[src/rtl/mips_bus_arb.sv]
// Shares one memory port between the MIPS I code and data buses: data access first, then fetch, then one run clock.
// Optional access timeout enabled by defining MIPS_BUS_ARB_TIMEOUT_EN (counter width TO_BITS).
module mips_bus_arb #(
    parameter int TO_BITS = 8
) (
    input  logic        i_clk,
    input  logic        i_rst_n,
    input  logic [31:0] i_pc,
    output logic [31:0] o_op,
    input  logic [31:0] i_da,
    input  logic [3:0]  i_we,
    input  logic [31:0] i_do,
    input  logic        i_re,
    output logic [31:0] o_di,
    output logic        o_run,
    output logic [31:0] o_ma,
    output logic [3:0]  o_mwe,
    output logic [31:0] o_mwd,
    output logic        o_mre,
    output logic        o_mreq,
    input  logic        i_mack,
    input  logic [31:0] i_mrd,
    output logic        o_err
);

    localparam logic [1:0] ST_ARB  = 2'd0;
    localparam logic [1:0] ST_DATA = 2'd1;
    localparam logic [1:0] ST_INSN = 2'd2;
    localparam logic [1:0] ST_RUN  = 2'd3;

    if (TO_BITS < 1) begin : g_bad_to_bits
        $error("mips_bus_arb: TO_BITS must be at least 1");
    end

    logic [1:0]  r_state;
    logic [31:0] r_op;
    logic [31:0] r_di;
    logic        w_data_req;
    logic        w_abort;
    logic        w_done;

    assign w_data_req = i_re | (|i_we);
    assign o_mreq     = (r_state == ST_DATA) || (r_state == ST_INSN);
    assign o_run      = (r_state == ST_RUN);
    assign o_op       = r_op;
    assign o_di       = r_di;
    assign w_done     = i_mack | w_abort;

`ifdef MIPS_BUS_ARB_TIMEOUT_EN
    logic [TO_BITS-1:0] r_to_cnt;
    logic [TO_BITS-1:0] w_to_inc;
    logic               r_err;

    // Abort on the wait clock whose increment would bring the counter to all-ones.
    assign w_to_inc = r_to_cnt + TO_BITS'(1);
    assign w_abort  = o_mreq && !i_mack && (&w_to_inc);
    assign o_err    = r_err;

    always_ff @(posedge i_clk or negedge i_rst_n) begin
        if (!i_rst_n) begin
            r_to_cnt <= '0;
            r_err    <= 1'b0;
        end else begin
            if (o_mreq && !i_mack && !w_abort) begin
                r_to_cnt <= w_to_inc;
            end else begin
                r_to_cnt <= '0;
            end
            if (w_abort) begin
                r_err <= 1'b1;
            end
        end
    end
`else
    assign w_abort = 1'b0;
    assign o_err   = 1'b0;
`endif

    always_comb begin
        o_ma  = '0;
        o_mwe = '0;
        o_mwd = '0;
        o_mre = 1'b0;
        case (r_state)
            ST_DATA: begin
                o_ma  = i_da;
                o_mwe = i_we;
                o_mwd = i_do;
                o_mre = i_re;
            end
            ST_INSN: begin
                o_ma  = i_pc;
                o_mre = 1'b1;
            end
            default: ;
        endcase
    end

    // An aborted access still advances the sequence but captures zero (NOP for a fetch).
    always_ff @(posedge i_clk or negedge i_rst_n) begin
        if (!i_rst_n) begin
            r_state <= ST_ARB;
            r_op    <= '0;
            r_di    <= '0;
        end else begin
            case (r_state)
                ST_ARB: begin
                    r_state <= w_data_req ? ST_DATA : ST_INSN;
                end
                ST_DATA: begin
                    if (w_done) begin
                        r_di    <= (i_mack && i_re) ? i_mrd : '0;
                        r_state <= ST_INSN;
                    end
                end
                ST_INSN: begin
                    if (w_done) begin
                        r_op    <= i_mack ? i_mrd : '0;
                        r_state <= ST_RUN;
                    end
                end
                default: begin
                    r_state <= ST_ARB;
                end
            endcase
        end
    end

endmodule

[config.mk]
export PLATFORM = sky130hd
export DESIGN_NAME = mips_bus_arb
export DESIGN_NICKNAME = d
export VERILOG_FILES = /design/src/rtl/mips_bus_arb.sv
export SDC_FILE = /design/constraint.sdc
export NUM_CORES = 1
export LEC_CHECK = 0
export CAP_MARGIN = 20
export CORE_MARGIN = 2
export CORE_UTILIZATION = 34
export DETAILED_ROUTE_END_ITERATION = 6
export GPL_TIMING_DRIVEN = 0
export HOLD_SLACK_MARGIN = 0.03
export PLACE_DENSITY = 0.82
export SLEW_MARGIN = 10
export SYNTH_ARGS = -nofsm -noshare
export SYNTH_HDL_FRONTEND = slang
export SYNTH_SLANG_ARGS = --single-unit
[constraint.sdc]
create_clock -name i_clk -period 2 [get_ports i_clk]
set_input_delay 0.3 -clock i_clk [delete_from_list [all_inputs] [get_ports i_clk]]
set_output_delay 0.3 -clock i_clk [all_outputs]
set_load 0.03 [all_outputs]
==> impl_metrics.env <==
export IMPL_worstSetupPathType="reg -> out"
export IMPL_hold_path_class="in -> async"
export IMPL_fillers=699
export IMPL_finalNetCount=781
export IMPL_crit_family="buffers and inverters"
export IMPL_die_x_um=106
export IMPL_yosysSeqAreaShare=0.470
export IMPL_crit_required_ns=1.70
export IMPL_busiest_layer="met2"
export IMPL_yosysTopAreaCell="dfrtp_1"
export IMPL_cts_sinks=66
export IMPL_ctsRootBufferMaster="clkbuf_8"
export IMPL_maxCapViolations=0
export IMPL_seq_area_um2=1650
export IMPL_initial_core_util=0.345
export IMPL_utilization=0.724
export IMPL_grt_use_met2=0.466
export IMPL_hold_buffers=0
export IMPL_grtUsageTotal=0.261
export IMPL_multi_input_area_um2=2040
export IMPL_outcome="finished with violations"
export IMPL_vdd_drop_max_mv=0.910
export IMPL_clock_skew_ns=0.00479
export IMPL_syn_cell_area_um2=3510
export IMPL_rsz0062_at_grt="true"
export IMPL_first_global_vias=4116
export IMPL_area_delta_synth_final_pct=110
export IMPL_slew_viol_final=0
export IMPL_post_synth_most_frequent_cells="dfrtp_1, nand2_1, and2_1"
export IMPL_die_y_um=106
export IMPL_yosys_warnings=0
export IMPL_crit_path_max_fanout=6
export IMPL_synth_avg_cell_area_um2=10.2
export IMPL_path_clk_slew_ns=0.08
export IMPL_holdWs_ns=0.0482
export IMPL_fmax_mhz=490
export IMPL_gp_congestion=0.860
export IMPL_wirelength_mm=14.8
export IMPL_synth_edf_count=0
export IMPL_max_stage_delay_ns=0.47
export IMPL_synth_area_leaders="dfrtp_1, mux2_4, a22oi_1"
export IMPL_cts_made_buffers=9
export IMPL_hpwl_mm=10.9
export IMPL_final_setup_worst_slack_ns=-0.0419
export IMPL_synth_nets=486
export IMPL_synth_main_ff_cell="dfrtp_1"
export IMPL_synth_seq_cells=66
export IMPL_portBuffers=269
export IMPL_yosysTopAreaCellShare=0.470
export IMPL_vias_per_cell=4.88
export IMPL_grt_max_degree=67
export IMPL_met1_usage=0.289
export IMPL_cts_tree="built"
export IMPL_ys_types=25
export IMPL_grt_ovfl_total=0
export IMPL_crit_path_top_delay_cell="dfrtp_2"
export IMPL_num_antenna_cells=0
export IMPL_syn_instance_count=345
export IMPL_place_ws_ns=-0.761
export IMPL_cp_arrival_ns=1.74
export IMPL_drt_iter0_markers=109
export IMPL_violations="setup timing"
export IMPL_cellLeakagePower_uw=0.00325
export IMPL_clk_latency_ns=0.34
export IMPL_grt_pass1_wl_mm=22.5
export IMPL_detail_route_antenna_nets=0
export IMPL_async_flop_share=1.00
export IMPL_layout_min_cycle_time_ns=2.04
export IMPL_clock_path_buffers=2
export IMPL_antenna_found_initial=0
export IMPL_finalSetupViolations=33
export IMPL_tightest_slew_ns=0.825
export IMPL_route_detailed_drc=0
export IMPL_ios=272
export IMPL_r2r_slack_ns=0.11
export IMPL_drtPass1Iterations=4
export IMPL_wire_per_inst_um=18.9
export IMPL_die_area_um2=11200
export IMPL_min_period_over_period=1.02
export IMPL_cellPowerDensity_nw_per_um2=1820
export IMPL_fp_row_count=37
export IMPL_power_uw=13400
export IMPL_vias=3810
export IMPL_path_cells="inv_4 -> ha_4 -> buf_12 -> clkbuf_16 -> a22oi_2 -> nor2b_4 -> buf_6"
export IMPL_start_kind="flop"
export IMPL_worst_path_buf_inv=4
export IMPL_finalHoldViolCount=0
export IMPL_relSlewSlack=0.450
export IMPL_endpoint_kind="primary output"
export IMPL_cts_htree_levels=3
export IMPL_met3_usage=0.0649
export IMPL_synth_most_common_cell="dfrtp_1"
export IMPL_drive_gt1_frac=0.391
export IMPL_core_area_um2=10200
-- final cells by class --
| cell class | instances | area share |
|---|---|---|
| timing repair buffer | 284 | 0.395 |
| multi-input combinational | 248 | 0.276 |
| sequential | 66 | 0.224 |
| clock buffer | 10 | 0.0187 |
| buffer | 29 | 0.0427 |
| clock inverter | 6 | 0.0185 |
| tap | 136 | 0.0231 |
| inverter | 2 | 0.00136 |
-- worst register-to-register path: cells and delay by family (launching register included) --
kind                       cells  cell delay (ns)
AOI/OAI and AO/OA              1             0.17
and+or+nand+nor                1             0.14
buffers and inverters          5             0.81
adders and majority gates      1             0.18
DFF                            1             0.45
-- report_power, final --
part / leakage (uW) / total [uW] / internal (uW) / switching, uW
combinational: 0.00230 / 9490 / 4590 / 4900
clock: 0.000133 / 1550 / 993 / 553
sequential: 0.000821 / 2400 / 1990 / 409
-- path summary, 6_finish.rpt --
kind / start / to / cells after the start
max: r_state[1] / o_ma[31] / 7
min: i_rst_n / o_op[3] / 1
max reg2reg: r_state[1] / o_di[11] / 8
min reg2reg: o_di[7] / o_di[7] / 2
max in group asynchronous: i_rst_n / r_state[0] / 1
min in group i_clk: i_re / o_di[0] / 3
-- layer usage --
metal	wire, um	share of wire	vias to the layer above
met1	5440	0.37	1833
li1	-	-	1748
met4	607	0.041	0
met3	986	0.067	31
met5	0	0	-
met2	7720	0.52	198
-- kinds of logic after synthesis --
| kind of cell | synth area share |
|---|---|
| simple gates | 0.202 |
| fa+ha+maj | 0.0178 |
| compound gates | 0.126 |
| flops | 0.470 |
| mux | 0.135 |
| buf+inv | 0.0477 |
| other cells | 0.00107 |
-- stage by stage --
step	area [um^2]	setup TNS [ns]	cells
6_report	7380	-0.797	781
5_1_grt	7380	-4.17	781
4_1_cts	7090	-1.38	777
3_5_place_dp	6450	-30.87	750
3_3_place_gp	6450	-119.47	750
2_1_floorplan	3590	0	345
-- sequential cells by signal, summed over array words and instances (netlist names) --
signal	flops
o_di	32
r_state	2
o_op	32
-- placed cells by master (no fill, tap or decap), drive strengths merged --
master	count
clkdlybuf4s50	197
buf	106
nand2	66
dfrtp	66
and2	36
o21ai	33
nor2b	33
a22oi	32
mux2	32
clkbuf	18
ha	5
bufinv	4
inv	3
nand2b	2
dlygate4sd2	2
a21oi	2
o21bai	1
nor2	1
nor3	1
o22a	1
a31oi	1
o22ai	1
conb	1
clkinvlp	1
-- timing repair --
action	in CTS	in global routing
resized for setup	531	71
pin swaps	15	18
setup buffers	7	2
endpoints found under the setup margin	70	69
gates cloned	4	2
Note: power is estimated with default switching activity, not from simulation.
